**src/rtl/pipeline_hazard_controller.sv**
```systemverilog
// Hazard and sequencing controller for the 5-stage pipeline: stalls, flushes,
// operand forwarding, memory-wait tracking with timeout and perf counters.
module pipeline_hazard_controller #(
    parameter int CNT_W   = 16,
    parameter int TIMEOUT = 255
) (
    input  logic             clk,
    input  logic             rst,
    input  logic             forward_en,
    input  logic [3:0]       id_src1,
    input  logic [3:0]       id_src2,
    input  logic             id_two_src,
    input  logic [3:0]       exe_dest,
    input  logic             exe_wb_en,
    input  logic             exe_mem_read,
    input  logic [3:0]       mem_dest,
    input  logic             mem_wb_en,
    input  logic [3:0]       wb_dest,
    input  logic             wb_wb_en,
    input  logic [3:0]       exe_src1,
    input  logic [3:0]       exe_src2,
    input  logic             branch_taken,
    input  logic             mem_req,
    input  logic             mem_ready,
    output logic             freeze_pc,
    output logic             freeze_if_id,
    output logic             flush_if_id,
    output logic             flush_id_ex,
    output logic             freeze_all,
    output logic [1:0]       sel_src1,
    output logic [1:0]       sel_src2,
    output logic             mem_timeout,
    output logic [CNT_W-1:0] stall_cnt,
    output logic [CNT_W-1:0] flush_cnt
);

    localparam logic [15:0] TMO = 16'(TIMEOUT);

    typedef enum logic {
        RUN,
        MEM_WAIT
    } state_t;

    state_t      state, state_nxt;
    logic [15:0] wait_cnt, wait_cnt_nxt;
    logic        timeout_nxt;
    logic        hazard;
    logic        m1, m2, n1, n2;

    function automatic logic [1:0] fwd_sel(input logic [3:0] src);
        if (mem_wb_en && mem_dest == src)
            return 2'b01;
        else if (wb_wb_en && wb_dest == src)
            return 2'b10;
        else
            return 2'b00;
    endfunction

    always_comb begin
        m1 = exe_wb_en && exe_dest == id_src1;
        m2 = exe_wb_en && id_two_src && exe_dest == id_src2;
        n1 = mem_wb_en && mem_dest == id_src1;
        n2 = mem_wb_en && id_two_src && mem_dest == id_src2;
        if (forward_en)
            hazard = exe_mem_read && (m1 || m2);
        else
            hazard = m1 || m2 || n1 || n2;
    end

    // Every output is held low while reset is asserted.
    always_comb begin
        freeze_all   = rst && mem_req && !mem_ready;
        freeze_pc    = 1'b0;
        freeze_if_id = 1'b0;
        flush_if_id  = 1'b0;
        flush_id_ex  = 1'b0;
        sel_src1     = 2'b00;
        sel_src2     = 2'b00;
        if (rst) begin
            if (freeze_all) begin
                freeze_pc    = 1'b1;
                freeze_if_id = 1'b1;
            end else if (branch_taken) begin
                flush_if_id  = 1'b1;
                flush_id_ex  = 1'b1;
            end else if (hazard) begin
                freeze_pc    = 1'b1;
                freeze_if_id = 1'b1;
                flush_id_ex  = 1'b1;
            end
            if (forward_en) begin
                sel_src1 = fwd_sel(exe_src1);
                sel_src2 = fwd_sel(exe_src2);
            end
        end
    end

    always_comb begin
        state_nxt    = state;
        wait_cnt_nxt = wait_cnt;
        timeout_nxt  = mem_timeout;
        unique case (state)
            RUN: begin
                if (freeze_all) begin
                    state_nxt    = MEM_WAIT;
                    wait_cnt_nxt = 16'd1;
                end
            end
            MEM_WAIT: begin
                if (wait_cnt == TMO)
                    timeout_nxt = 1'b1;
                if (!freeze_all) begin
                    state_nxt    = RUN;
                    wait_cnt_nxt = 16'd0;
                end else if (wait_cnt != TMO) begin
                    wait_cnt_nxt = wait_cnt + 16'd1;
                end
            end
            default: begin
                state_nxt    = RUN;
                wait_cnt_nxt = 16'd0;
            end
        endcase
    end

    always_ff @(posedge clk or negedge rst) begin
        if (!rst) begin
            state       <= RUN;
            wait_cnt    <= 16'd0;
            mem_timeout <= 1'b0;
            stall_cnt   <= '0;
            flush_cnt   <= '0;
        end else begin
            state       <= state_nxt;
            wait_cnt    <= wait_cnt_nxt;
            mem_timeout <= timeout_nxt;
            if (freeze_pc && stall_cnt != '1)
                stall_cnt <= stall_cnt + 1'b1;
            if (flush_if_id && flush_cnt != '1)
                flush_cnt <= flush_cnt + 1'b1;
        end
    end

endmodule

```
**config.mk**
```make
export PLATFORM = sky130hd
export DESIGN_NAME = pipeline_hazard_controller
export DESIGN_NICKNAME = d
export VERILOG_FILES = /design/src/rtl/pipeline_hazard_controller.sv
export SDC_FILE = /design/constraint.sdc
export NUM_CORES = 1
export LEC_CHECK = 0
export CORE_UTILIZATION = 51
export DETAILED_ROUTE_END_ITERATION = 7
export PLACE_DENSITY = 0.8
export SYNTH_ARGS = -nofsm -noshare
export SYNTH_HDL_FRONTEND = slang
export SYNTH_SLANG_ARGS = --single-unit
```
**constraint.sdc**
```tcl
create_clock -name clk -period 4.1 [get_ports clk]
set_input_delay 0.615 -clock clk [delete_from_list [all_inputs] [get_ports clk]]
set_output_delay 0.615 -clock clk [all_outputs]
set_load 0.01 [all_outputs]
```
==> flow_summary.ini <==
[sta]
worst_pin_slew_ns = 0.686
finalMaxSlewViolations = 0
finalSetupTns_ns = 0
finalSetupViolations = 0
rsz0062_at_grt = false
worst_slack_ns = 0.944
final_hold_viol_count = 0
clock_skew_ns = 0.00913
fin_crit_ns = 3.16
period_share_pct = 77.0
maxSlewHeadroom_pct = 53.9
fmax_mhz = 317

[die]
dieArea_um2 = 6400
core_area_um2 = 5890
initial_core_util_pct = 52.7
die_h_um = 80.0
ios = 81
die_x_um = 80.0
rows = 28

[drt]
wirelength_mm = 7.12
drcViolationCount = 0
wl_per_cell_um = 15.0
ant_nets = 0
firstDrtPassIters = 4
viasPerCell = 5.68
via_count = 2688
drt_iter0_markers = 95

[pwr]
finalPower_mw = 1.43
power_density_nw_per_um2 = 349
peakVddDrop_v = 0.000170
p_leak_nw = 1.64

[worst_setup_path]
crit_chain = clkdlybuf4s50_1, xor2_1, nor4_1, and3_1, clkdlybuf4s50_1
slowest_delay_ns = 0.54
crit_fanout = 4
crit_start = mem_dest[2]
arrival_ns = 2.54
regToRegStartpoint = wait_cnt[0]
startpoint_type = input port
endpoint = sel_src1[0]
reg2regPathDepth = 7
critPathKind = input port to output port
reg2reg_setup_slack_ns = 1.86
cp_common_cell = clkdlybuf4s50_1
endpoint_kind = output port
timing.rr.end = wait_cnt[15]
slowest_stage = clkdlybuf4s50_1
cp_data_required_time_ns = 3.48

[global_routing]
grt_antenna_before_repair = 0
grt_max_degree = 26
gr-total-overflow = 0
grt_pass1_vias = 2630
grt_use_total_pct = 24.0
grt_pass1_wl_mm = 11.9

[run_status]
status = finished clean

[yosys]
synthArstFlopShare_pct = 100
yosysMostFrequentCell = dfrtp_1
avgSynthCellArea_um2 = 9.82
synth_edf_count = 0
synth_ff_type = dfrtp_1
syn-num-nets = 358
ys_ff_latch = 50
synth_cells = 316
synth_area_leaders = dfrtp_1, xnor2_1, xor2_1
yosysSeqAreaShare_pct = 40.3
netlist_area_um2 = 3100
synth_area_leader_cell = dfrtp_1
synth_top_area_share_pct = 40.3
synth_common_cells = dfrtp_1, xnor2_1, nand2_1
yosys_warnings = 0
ys_types = 49

[clocking]
htreeDepth = 2
clk_latency_ns = 0.30
cts-resized-gates = 0
cts_buffers = 5
cts_tree = done
clock_path_buffers = 2
cts-hold-fix-buffers = 0
clock_sinks = 50
cts_setup_buffers = 0
clockRootBuffer = clkbuf_8
path_clk_slew_ns = 0.10

[placed_design]
dp.final_hpwl_mm = 5.48
numPortBuffers = 80
routabilityCongestion = 0.856
place_ws_ns = 0.959

[finish]
nets = 439
drive_gt1_share_pct = 8.54
diodes = 0
synthToLayoutAreaGrowth_pct = 32.2
post-route-util_pct = 69.7
multiInputGateArea_um2 = 1760
fillers = 465
seqCellArea_um2 = 1250

[run]
max_cap_viol_count = 0

[worst_hold_path]
hp-class = input port to asynchronous set/reset pin
## how the worst min path moves through the flow
stage	startpoint	end	slack (ns)	cells past startpoint
after floorplan	rst	flush_cnt[0]	0.32	0
after global placement	mem_timeout	mem_timeout	0.46	1
after detailed placement	mem_timeout	mem_timeout	0.46	1
after CTS	rst	wait_cnt[11]	0.15	1
after global routing	rst	wait_cnt[11]	0.15	1
final	rst	wait_cnt[11]	0.15	1
## layer usage
| layer | routed length (um) | part of all wire, % | track usage [%] |
|---|---|---|---|
| met5 | 0 | 0 | 0 |
| met4 | 98 | 1.4 | 7.50 |
| met3 | 526 | 7.4 | 6.29 |
| met2 | 3500 | 49 | 40.9 |
| met1 | 2990 | 42 | 29.5 |
## placed cells by master (no fill, tap or decap), types with 3 or more instances in the layout
cell | synthesis | routed
nor3_1 | 3 | 3
clkdlybuf4s50_1 | 0 | 79
a22o_1 | 3 | 3
and4_4 | 4 | 4
a21o_1 | 3 | 3
nor4_1 | 7 | 7
a21oi_1 | 9 | 9
and2_1 | 3 | 3
dfrtp_1 | 50 | 50
inv_1 | 9 | 9
clkbuf_8 | 0 | 5
xnor2_1 | 46 | 46
xor2_1 | 19 | 19
buf_4 | 1 | 4
or2_2 | 3 | 3
o31ai_1 | 3 | 3
a211oi_2 | 5 | 5
nand3_1 | 19 | 19
nand2_1 | 25 | 25
nor3b_1 | 3 | 3
nand4_1 | 13 | 13
nand2b_1 | 4 | 4
a31oi_1 | 3 | 3
a211oi_1 | 6 | 6
ha_1 | 3 | 3
and3_1 | 9 | 9
nor2_1 | 16 | 16
o21ai_0 | 13 | 13
## flip-flops by register name (all words and copies together) (netlist names)
signal and flops:
flush_cnt 16, stall_cnt 16, wait_cnt 16, mem_timeout 1
state 1
## power breakdown
part,switching (mW),internal (mW)
combinational,0.156,0.217
sequential,0.0911,0.554
clock,0.168,0.244
total,0.415,1.02
## stage by stage
step | area [um2] | std cells | hold WS [ns]
floorplan | 3100 | 316 | 0.319
global placement | 3970 | 465 | 0.461
global route | 4100 | 473 | 0.153
detailed placement | 3970 | 465 | 0.458
finish | 4100 | 473 | 0.154
CTS | 4100 | 473 | 0.151
## final cells by class
class	instances	share of cell area [%]
sequential	50	30.5
multi-input combinational	246	42.8
clock buffer	5	1.68
inverter	10	0.915
timing repair buffer	84	20.1
clock inverter	3	1.68
tap	75	2.29
## critical path, delay by kind of cell
| kind | cells | cell delay, ns |
|---|---|---|
| and+or+nand+nor | 2 | 0.64 |
| xor gates and xnor gates | 1 | 0.21 |
| buffers and inverters | 2 | 1.07 |
## cell families after synthesis
group | synth area share [%]
adder cells (fa/ha/maj) | 1.21
flip-flops | 40.3
multiplexers | 1.05
AO/OA/AOI/OAI | 15.1
buffers and inverters | 3.10
XOR/XNOR | 18.3
AND/OR/NAND/NOR | 20.9
Note: power is estimated with default switching activity, not from simulation.
